$ cat config.mk
export PLATFORM = sky130hd
export DESIGN_NAME = turbo_encoder
export DESIGN_NICKNAME = d
export VERILOG_FILES = /design/src/rtl/turbo_encoder.sv
export SDC_FILE = /design/constraint.sdc
export NUM_CORES = 1
export LEC_CHECK = 0
export BUFFER_PORTS_ARGS = -buffer_cell sky130_fd_sc_hd__buf_2
export CORE_ASPECT_RATIO = 1.4
export CORE_MARGIN = 3
export CORE_UTILIZATION = 64
export DETAILED_ROUTE_END_ITERATION = 7
export GPL_TIMING_DRIVEN = 0
export PLACE_DENSITY_LB_ADDON = 0.25
export SETUP_SLACK_MARGIN = 0.1
export SYNTH_ARGS = -nofsm -noshare
export SYNTH_HDL_FRONTEND = slang
export SYNTH_SLANG_ARGS = --single-unit
export TNS_END_PERCENT = 5
$ cat constraint.sdc
create_clock -name clk_p_i -period 4 [get_ports clk_p_i]
set_input_delay 0.8 -clock clk_p_i [delete_from_list [all_inputs] [get_ports clk_p_i]]
set_output_delay 0.8 -clock clk_p_i [all_outputs]
set_load 0.01 [all_outputs]
$ cat src/rtl/turbo_encoder.sv
// turbo_encoder: rate-1/3 8-state turbo encoder, 24-bit block to 84-bit frame sent as four 21-bit words.
module turbo_encoder (
    input  logic        clk_p_i,
    input  logic        reset_p_i,
    input  logic        start_i,
    input  logic [23:0] data_i,
    output logic        start_o,
    output logic [20:0] data_o,
    output logic        done_o,
    output logic        busy_o
);
    typedef enum logic [1:0] {IDLE, ENC, TAIL, SEND} state_t;
    state_t      state_q;
    logic [4:0]  cnt_q, pi_q, pi_d;
    logic [5:0]  pi_sum;
    logic [23:0] blk_q;
    logic [2:0]  s1_q, s2_q, s1_d, s2_d;
    logic [71:0] body_q;
    logic [5:0]  t1_q, t2_q;
    logic [83:0] frame;
    logic [20:0] word;
    logic        tail, accept, u1, u2, a1, a2, z1, z2;
    // State vectors are {s1,s2,s3}; in TAIL u = s2^s3 drives the feedback a to zero
    assign tail   = state_q == TAIL;
    assign u1     = tail ? s1_q[1] ^ s1_q[0] : blk_q[5'd23 - cnt_q];
    assign u2     = tail ? s2_q[1] ^ s2_q[0] : blk_q[5'd23 - pi_q];
    assign a1     = u1 ^ s1_q[1] ^ s1_q[0];
    assign a2     = u2 ^ s2_q[1] ^ s2_q[0];
    assign z1     = a1 ^ s1_q[2] ^ s1_q[0];
    assign z2     = a2 ^ s2_q[2] ^ s2_q[0];
    assign s1_d   = {a1, s1_q[2:1]};
    assign s2_d   = {a2, s2_q[2:1]};
    // pi(k+1) - pi(k) = 12k + 11 mod 24, i.e. alternately 11 and 23
    assign pi_sum = {1'b0, pi_q} + (cnt_q[0] ? 6'd23 : 6'd11);
    assign pi_d   = pi_sum >= 6'd24 ? 5'(pi_sum - 6'd24) : pi_sum[4:0];
    assign frame  = {body_q, t1_q, t2_q};
    assign word   = cnt_q[1:0] == 2'd1 ? frame[62:42] :
                    cnt_q[1:0] == 2'd2 ? frame[41:21] : frame[20:0];
    assign accept = start_i && (state_q == IDLE || (state_q == SEND && cnt_q == 5'd4));
    assign busy_o = state_q != IDLE;
    always_ff @(posedge clk_p_i) begin
        if (reset_p_i) begin
            state_q <= IDLE;
            cnt_q   <= '0;
            pi_q    <= '0;
            blk_q   <= '0;
            s1_q    <= '0;
            s2_q    <= '0;
            body_q  <= '0;
            t1_q    <= '0;
            t2_q    <= '0;
            start_o <= 1'b0;
            done_o  <= 1'b0;
            data_o  <= '0;
        end else begin
            start_o <= 1'b0;
            done_o  <= 1'b0;
            data_o  <= '0;
            if (accept) begin
                state_q <= ENC;
                cnt_q   <= '0;
                pi_q    <= '0;
                blk_q   <= data_i;
                s1_q    <= '0;
                s2_q    <= '0;
            end else begin
                case (state_q)
                    ENC: begin
                        s1_q   <= s1_d;
                        s2_q   <= s2_d;
                        pi_q   <= pi_d;
                        body_q <= {body_q[68:0], u1, z1, z2};
                        cnt_q  <= cnt_q == 5'd23 ? 5'd0 : cnt_q + 5'd1;
                        if (cnt_q == 5'd23) state_q <= TAIL;
                    end
                    TAIL: begin
                        s1_q  <= s1_d;
                        s2_q  <= s2_d;
                        t1_q  <= {t1_q[3:0], u1, z1};
                        t2_q  <= {t2_q[3:0], u2, z2};
                        cnt_q <= cnt_q + 5'd1;
                        if (cnt_q == 5'd2) begin
                            state_q <= SEND;
                            cnt_q   <= 5'd1;
                            start_o <= 1'b1;
                            data_o  <= frame[83:63];
                        end
                    end
                    SEND: begin
                        if (cnt_q == 5'd4) begin
                            state_q <= IDLE;
                            cnt_q   <= '0;
                        end else begin
                            start_o <= 1'b1;
                            data_o  <= word;
                            done_o  <= cnt_q == 5'd3;
                            cnt_q   <= cnt_q + 5'd1;
                        end
                    end
                    default: state_q <= IDLE;
                endcase
            end
        end
    end
endmodule

==> results.yml <==
grt:
  grt_max_degree: 17
  grt_use_total_pct: 30.9
  grt_pass1_wl_um: 27800
  antenna_found_initial: 0
  first_global_vias: 5404
  overflow: 0
logic_synthesis:
  netlist_instances: 729
  synth_edf_count: 0
  yosys.area.top_type_share_pct: 45.1
  syn_nets: 770
  ys_seq_area_share_pct: 45.1
  synth_area_leaders: "dfxtp_1 (45%), mux2i_1 (18%), nor2_1 (7.5%)"
  yosysWarnings: 0
  avgSynthCellArea_um2: 9.07
  ys_ff_latch: 149
  synth-async-reset-ratio_pct: 0
  synth_cell_types: 51
  synth-main-ff-cell: "dfxtp_1"
  synth_area_um2: 6610
  synth_top_area_cell: "dfxtp_1"
critical_path:
  start_kind: "register"
  regToRegStartpoint: "cnt_q[1]"
  path_class: "register to register"
  rr_endpoint: "start_o"
  cp_data_required_time_ps: 4350
  critPathMaxFanout: 10
  endpoint_kind: "register"
  reg2regPathDepth: 9
  arrival_ps: 3310
  rrSetupSlack_ps: 1050
power_and_ir_drop:
  power_density_nw_per_um2: 601
  cellLeakagePower_nw: 2.81
  irDropWorstVdd_mv: 0.374
clock_network:
  cts.clk_slew.worst_paths_ps: 60
  cts_hold_buffers: 0
  cts_buffers: 17
  post_cts_buffers: 0
  cts_tree: "built"
  clock_latency_ps: 420
  cts.sinks: 149
  cts.repair.resized: 0
  h-tree-depth: 4
  clockRootBuffer: "clkbuf_16"
  clk_path_buf_depth: 2
placed_design:
  io_buffer_count: 50
  hpwlAfterDp_um: 12500
  gp_congestion: 0.931
  placed_area_um2: 7030
  dpl.cell_count: 914
timing:
  post-route-period-util_pct: 73.8
  maxSlewViolCount: 0
  setup_tns_ps: 0
  finalSetupViolCount: 0
  hold_viol_final: 0
  worst_slew_pin_slew_ps: 799
  fin_crit_ps: 2950
  slew_headroom_pct: 46.4
  hold_ws_ps: 468
  max_freq_mhz: 339
  rsz0062_at_grt: "no"
  fin_worst_skew_ps: 7.48
detailed_routing:
  drtIter0Drc: 375
  vias_per_cell: 5.85
  first_pass_iters: 5
  drc: 0
  wirelength_um: 17300
  num_vias: 5529
  ant_nets: 0
  avgRoutedWirePerCell_um: 18.3
min_path:
  min_from: "blk_q[0]"
  min_path_cells: 2
  hp-class: "register to register"
  min_to: "blk_q[0]"
layout:
  finalCoreUtilization_pct: 76.4
  layout_commonest_cell: "dfxtp_1"
  fin_area_um2: 7650
  final_cells: 945
  nNetsFinal: 839
  layout_common_cells: "dfxtp_1 (149), nor2_1 (132), mux2i_1 (122)"
  fillers: 731
  antennaDiodeCount: 0
  layout-drive-gt1-share_pct: 11.4
  area_delta_synth_final_pct: 15.7
floorplanning:
  io_pins: 51
  initial_core_util_pct: 66.1
  design.core.area_um2: 10000
  die_y_um: 126
  die_area_um2: 11600
  die_w_um: 91.9
  rows: 43
flow_run:
  cap_violations: 0
outcome:
  status: "finished clean"
[how the worst max path moves through the flow]
stage	from	end	slack [ps]	cells after the start
global route	cnt_q[1]	s2_q[0]	910	9
finish	cnt_q[1]	start_o	1050	9
CTS	cnt_q[1]	s2_q[1]	1100	9
global placement	cnt_q[1]	pi_q[0]	1200	9
detailed placement	cnt_q[1]	s2_q[1]	1130	9
floorplan	cnt_q[1]	data_o[16]	1870	9
[worst max-delay path, cell delays in order, from the launching register on]
cell and delay (ps):
dfxtp_1 530, buf_4 270, inv_1 100, ha_1 210, and4_1 210, o21ai_1 630, nand2b_1 100, clkbuf_1 290
buf_1 360, nor2_1 170
[kinds of logic after synthesis]
group / synth area share, %
buffers and inverters: 3.99
flip-flops: 45.1
AO/OA/AOI/OAI: 10.8
multiplexers: 20.0
AND/OR/NAND/NOR: 16.3
XOR/XNOR: 1.06
adder cells (fa/ha/maj): 2.65
[sequential cells by signal (all words and copies together) (netlist names)]
name / flops
pi_q: 5
s2_q: 3
data_o: 21
s1_q: 3
cnt_q: 5
t1_q: 6
start_o: 1
t2_q: 6
body_q: 72
done_o: 1
state_q: 2
blk_q: 24
[power breakdown]
group	internal (W)	total, W	switching [W]	leakage (nW)
clock	0.00106	0.00166	0.000598	0.299
sequential	0.00158	0.00168	0.0000960	1.20
combinational	0.000499	0.00127	0.000767	1.31
total	0.00314	0.00460	0.00146	2.81
[stage by stage]
step / power (W) / setup WS (ps)
2_1_floorplan: 0.00264 / 1870
3_3_place_gp: 0.00288 / 1200
3_5_place_dp: 0.00294 / 1130
4_1_cts: 0.00458 / 1100
5_1_grt: 0.00479 / 909
6_report: 0.00460 / 1050
[per-layer routing]
layer | GRT usage [%] | share of wire, % | routed length [µm]
met3 | 5.85 | 4.3 | 743
met1 | 32.0 | 36 | 6240
met5 | 0 | 0 | 0
met4 | 18.5 | 5.5 | 953
met2 | 56.9 | 54 | 9330
[cell usage after synthesis, types with 3 or more instances]
cell type  count
a21oi_1       33
xnor2_1        5
xor2_1         3
a22oi_1       26
o21ai_0       24
mux4_2         4
nor2b_1        3
and2_1         3
ha_1          14
clkbuf_1      38
nor3_1         4
dfxtp_1      149
a31oi_1        4
nor2_1       132
nand3_1        7
nand2_1       79
mux2i_1      122
nand2b_1       9
a211oi_1       9
buf_1         10
inv_1         11
[layout make-up]
class | count | area (µm²) | area share [%]
Sequential cell | 149 | 2980 | 39.0
Inverter | 11 | 41.3 | 0.540
Buffer | 53 | 223 | 2.91
Multi-Input combinational cell | 516 | 3360 | 44.0
Clock buffer | 24 | 502 | 6.56
Timing Repair Buffer | 50 | 250 | 3.27
Tap cell | 135 | 169 | 2.21
Clock inverter | 7 | 119 | 1.55
Power figures use the tool's default switching activity.
